$ cat src/rtl/mmreq_bridge.sv
// mmreq_bridge: turns Xillybus mmreq words into strobe/ack register transactions and returns read data on mmresp.
// Read header-to-response is at least 3 cycles. It stalls on an empty mmreq or a full mmresp, and drops the response if mmresp is closed.
`timescale 1ns/1ps
module mmreq_bridge #(
  parameter int          ADDR_W         = 20,
  parameter int          TIMEOUT_CYCLES = 1024,
  parameter logic [31:0] TIMEOUT_VALUE  = 32'hDEADBEEF
) (
  input  logic              bus_clk,
  input  logic              bus_rst,
  input  logic              mmreq_open,
  input  logic [31:0]       mmreq_dout,
  input  logic              mmreq_empty,
  output logic              mmreq_rden,
  input  logic              mmresp_open,
  output logic [31:0]       mmresp_din,
  output logic              mmresp_wren,
  input  logic              mmresp_full,
  output logic [ADDR_W-1:0] reg_addr,
  output logic [31:0]       reg_wdata,
  output logic              reg_wr,
  output logic              reg_rd,
  input  logic              reg_ack,
  input  logic [31:0]       reg_rdata,
  output logic [7:0]        timeout_cnt,
  output logic              busy
);

  typedef enum logic [2:0] {
    S_IDLE,
    S_GET_DATA,
    S_WRITE,
    S_READ,
    S_RESP
  } state_t;

  localparam logic [15:0] TO_LAST = 16'(TIMEOUT_CYCLES - 1);

  state_t      state;
  logic [15:0] tcnt;
  logic        strobe_last;

  assign strobe_last = (tcnt == TO_LAST);

  // FIFO handshakes are gated by reset so nothing is popped or pushed while the bridge is held.
  assign mmreq_rden  = !bus_rst && mmreq_open && !mmreq_empty &&
                       (state == S_IDLE || state == S_GET_DATA);
  assign mmresp_wren = !bus_rst && (state == S_RESP) && mmresp_open && !mmresp_full;
  assign busy        = (state != S_IDLE);

  always_ff @(posedge bus_clk) begin
    if (bus_rst) begin
      state       <= S_IDLE;
      tcnt        <= 16'd0;
      reg_addr    <= '0;
      reg_wdata   <= 32'd0;
      reg_wr      <= 1'b0;
      reg_rd      <= 1'b0;
      mmresp_din  <= 32'd0;
      timeout_cnt <= 8'd0;
    end else begin
      case (state)
        S_IDLE: begin
          if (mmreq_rden) begin
            reg_addr <= mmreq_dout[ADDR_W-1:0];
            tcnt     <= 16'd0;
            if (mmreq_dout[31]) begin
              state <= S_GET_DATA;
            end else begin
              state  <= S_READ;
              reg_rd <= 1'b1;
            end
          end
        end
        S_GET_DATA: begin
          if (mmreq_rden) begin
            reg_wdata <= mmreq_dout;
            tcnt      <= 16'd0;
            reg_wr    <= 1'b1;
            state     <= S_WRITE;
          end else if (!mmreq_open) begin
            state <= S_IDLE;
          end
        end
        S_WRITE: begin
          tcnt <= tcnt + 16'd1;
          if (reg_ack || strobe_last) begin
            reg_wr <= 1'b0;
            state  <= S_IDLE;
            if (!reg_ack && timeout_cnt != 8'hFF) begin
              timeout_cnt <= timeout_cnt + 8'd1;
            end
          end
        end
        S_READ: begin
          tcnt <= tcnt + 16'd1;
          if (reg_ack || strobe_last) begin
            reg_rd     <= 1'b0;
            state      <= S_RESP;
            mmresp_din <= reg_ack ? reg_rdata : TIMEOUT_VALUE;
            if (!reg_ack && timeout_cnt != 8'hFF) begin
              timeout_cnt <= timeout_cnt + 8'd1;
            end
          end
        end
        S_RESP: begin
          // A closed mmresp drops the word so a host close cannot wedge the bridge.
          if (!mmresp_open || !mmresp_full) begin
            state <= S_IDLE;
          end
        end
        default: state <= S_IDLE;
      endcase
    end
  end

endmodule

$ cat config.mk
export PLATFORM = sky130hd
export DESIGN_NAME = mmreq_bridge
export DESIGN_NICKNAME = d
export VERILOG_FILES = /design/src/rtl/mmreq_bridge.sv
export SDC_FILE = /design/constraint.sdc
export NUM_CORES = 1
export LEC_CHECK = 0
export CAP_MARGIN = 10
export CORE_MARGIN = 2
export CORE_UTILIZATION = 44
export DETAILED_ROUTE_END_ITERATION = 10
export GPL_ROUTABILITY_DRIVEN = 0
export MAX_ROUTING_LAYER = met4
export PLACE_DENSITY = 0.9
export SYNTH_ARGS = -nofsm -noshare
export SYNTH_HDL_FRONTEND = slang
export SYNTH_SLANG_ARGS = --single-unit
$ cat constraint.sdc
create_clock -name bus_clk -period 2.1 [get_ports bus_clk]
set_input_delay 0.42 -clock bus_clk [delete_from_list [all_inputs] [get_ports bus_clk]]
set_output_delay 0.42 -clock bus_clk [all_outputs]
set_load 0.01 [all_outputs]
==> run summary <==
The flow ran to the end, and the final reports show no timing, DRC or antenna violations. The count of flip-flops with a built-in enable after synthesis came out at 0. The startpoint of the worst-slack reg-to-reg timing path is tcnt[1]. The hold violation total from the final report is 0. For the worst setup path, the data required time is roughly 1.7 ns. The endpoint of the worst hold-timing path is reg_rd. The final worst clock skew came out at between 0.009 and 0.01 ns. The count of cells along the worst hold path is 4.

The startpoint of the most critical hold path is bus_rst. The x dimension of the die came out at 106 um. Of all cell types, the one taking the most synthesized area is dfxtp_1. The min-delay analysis places its worst path in the category primary input to flop. The via density per instance came out at roughly 5.5. For this configuration, the core starts out at a cell density of 44.8%.

The most numerous cell in the Yosys netlist is dfxtp_1. The area of the core region came out at 0.0102 mm2. The number of max-cap violations came out at 0. For this run, the leading register cell type out of synthesis is dfxtp_1.

The full die area came out at approximately 0.011 mm2. Broken down by cell family, the worst path's largest delay share belongs to simple AND/OR/NAND/NOR gates. Clock-pin slew was measured on the worst setup and hold paths at 0.06 ns.

The via count of the first global-routing pass was about 4,500. The post-detailed-route wirelength per cell came out at roughly 16 um. The worst-case reg-to-reg path depth is 6. The violation count after the first detailed-routing iteration is 385.

CTS placed an instance of clkbuf_8 at the clock tree root. Measured along the y axis, the die boundary spans around 110 um. At the placement stage, the worst setup path has a slack of -0.550 ns.

The type of the setup path with the least slack is flop to output port. The routed wire length came out at 13,300 um. The count of yosys warnings during synthesis came out at 0. Clock latency on the worst-skew pair, taken at its later pin, is about 0.5 ns. Sequential cells were found to cover between 40% and 50% of the synthesized design area. The site row count is 37. The maximum buffer depth of the clock tree is 2. Setup violations remaining at the end of the flow were counted as 0. Total power for the finished layout comes to 5.46 mW. In the post-route analysis, the smallest setup slack over all paths is approximately 0.014 ns. The worst register-to-register path ends at timeout_cnt[0]. STA classifies the critical path startpoint as a flop. The leakage power summed over all cells is approximately 2.5 nW.

For this design, the CTS-stage hold fixing added 0 buffers. The cell area after synthesis is ~0.0046 mm2. TritonCTS built the clock tree. The final count of pins violating max slew is 0. The half-perimeter wire length after placement is roughly 9200 um. A synthesized cell averages between 9 and 10 um2.

The largest single stage delay on the critical path is between 0.5 and 0.6 ns. The transition at the pin with the smallest max-transition slack came out at roughly 0.62 ns. Walking the worst path, the cells encountered are or4b_4 -> nor2_4 -> buf_6.

Sorting the synthesized cells by how often they occur yields 113 x dfxtp_1, 99 x nand2_1, 50 x a21oi_1, 25 x clkbuf_1, 24 x o221a_2. The number of unique standard cell types used by synthesis came out at 47. The number of diodes came out at 0.

The number of top-level design ports came out at around 170. The area added between synthesis and finish is 55.2%. Entering global routing, the biggest net connects 41 pins. The peak clock frequency supported by timing is between 400 and 500 MHz.

The H-tree generated during clock tree synthesis spans 4 levels. The cell area power density is between 700 and 800 mW/mm2. The number of standard cells after synthesis is about 500. The number of buffers and inverters on the critical path is 1.

The slowest stage cell on the critical path is or4b_4. Subtracting the final worst setup slack from the clock period gives about 2.1 ns. Clock tree synthesis inserted a total of 17 buffers.

The data arrival time at the worst-slack endpoint is 1.67 ns. The maximum fanout along the worst path is 2. The slack of the worst reg-to-reg path is 0.11 ns. In the final layout, the share of cells above drive strength 1 is about 22%. The post-route fraction of the period consumed by the critical path came out at 99.3%. For this design, the sink count on the clock tree is roughly 110. The overall track demand over capacity in global routing came out at about a quarter.

Measured against its own limit, the worst slew margin works out to just under 60%. The count of port buffers added during placement is ~170. The first global-routing pass estimated between 20,000 and 25,000 um of wire. The detailed-router iteration count before antenna repair is 5.

Setup repair after global routing could not meet its margin everywhere. The type of element capturing the critical path is an output port. The number of antenna violations at the first check in global routing is 0. Counting every net in the synthesized netlist gives ~570. The largest voltage drop on the vdd net is roughly 500 uV. In the routed design, unresolved DRC markers number 0.

The overflow left after global routing is 0. By area the synthesized netlist is led by dfxtp_1 50%, nand2_1 8.1%, o221a_2 5.9%. The via total after detailed routing came out at approximately 4,500. The post-route antenna net violation count came out at 0. The post-layout net count is between 700 and 800.

Of all flip-flops after synthesis, the portion carrying an async set or reset was 0%. The number of flip-flops and latches in the synthesized netlist is ~110. Of the post-synthesis cell area, the dominant cell type holds between 40% and 50%.
[sequential cells by signal, summed over array words and instances (netlist names)]
| name | count |
|---|---|
| mmresp_din | 32 |
| reg_wdata | 32 |
| reg_addr | 20 |
| tcnt | 16 |
| timeout_cnt | 8 |
| state | 3 |
| reg_rd | 1 |
| reg_wr | 1 |
[final cells by class]
class,instances,area [um2]
flip-flops and latches,113,2260
inverters,6,22.5
fillers,739,3100
well taps,136,170
clock buffers,19,442
clock inverters,13,149
repair buffers,197,1920
multi-input cells,337,2110
[worst min-delay path: stages]
cell    delay [ns]
buf_4         0.14
nor2_4        0.11
buf_4         0.12
a32o_1        0.11
[timing repair]
item                       4_1_cts  5_1_grt
pin swaps                        0        3
setup endpoints to repair        3        7
resized for setup               12        7
buffers inserted                 0        1
[stage by stage]
step	util (%)	hold WS (ns)	cells	cell area, um2	setup TNS, ns
after floorplan	-	0.475	496	4570	0
after global placement	63.5	0.442	788	6470	-7.84
after detailed placement	63.5	0.446	788	6470	-9.69
after CTS	69.4	0.322	820	7070	0
after global routing	69.6	0.438	821	7080	-0.0314
final	69.6	0.435	821	7080	0
[report_power, final]
| group | leakage (nW) | switching, mW | internal (mW) |
|---|---|---|---|
| sequential | 0.912 | 0.0217 | 2.18 |
| combinational | 1.26 | 0.192 | 0.238 |
| clock | 0.283 | 1.06 | 1.77 |
[cell usage in the layout, fill, tap and decap left out, types with 8 or more instances in the layout]
master / netlist / final
a21oi_1: 50 / 50
a21oi_2: 21 / 21
a31o_2: 8 / 8
buf_4: 0 / 28
clkbuf_16: 0 / 16
clkdlybuf4s50_1: 0 / 161
dfxtp_1: 113 / 113
nand2_1: 99 / 99
nand2_2: 20 / 20
nand3_1: 10 / 10
nor2_1: 10 / 9
nor3b_1: 10 / 10
o221a_2: 24 / 24
[routing by layer]
metal / vias to the layer above / GRT usage (%) / routed length [um]
li1: 2128 / - / -
met1: 2105 / 27.9 / 5420
met2: 225 / 39.9 / 6520
met3: 38 / 7.48 / 1020
met4: 0 / 10.8 / 353
met5: - / - / 0
[worst max path at each step]
stage | cells past startpoint | slack [ns] | startpoint | to
finish | 3 | 0.01 | state[1] | mmreq_rden
global route | 3 | -0.03 | state[1] | mmreq_rden
CTS | 3 | 0.01 | state[2] | mmreq_rden
detailed placement | 4 | -0.55 | mmreq_open | mmreq_rden
global placement | 4 | -0.52 | mmreq_open | mmreq_rden
floorplan | 7 | 0.29 | state[2] | reg_addr[10]
[cells by family after synthesis]
kind of cell | count (synthesis) | synth area share (%)
flops | 113 | 49.5
simple gates | 198 | 22.6
compound gates | 133 | 21.6
fa+ha+maj | 2 | 0.548
buf+inv | 46 | 4.74
mux | 4 | 0.987
(Power assumes the default switching activity.)
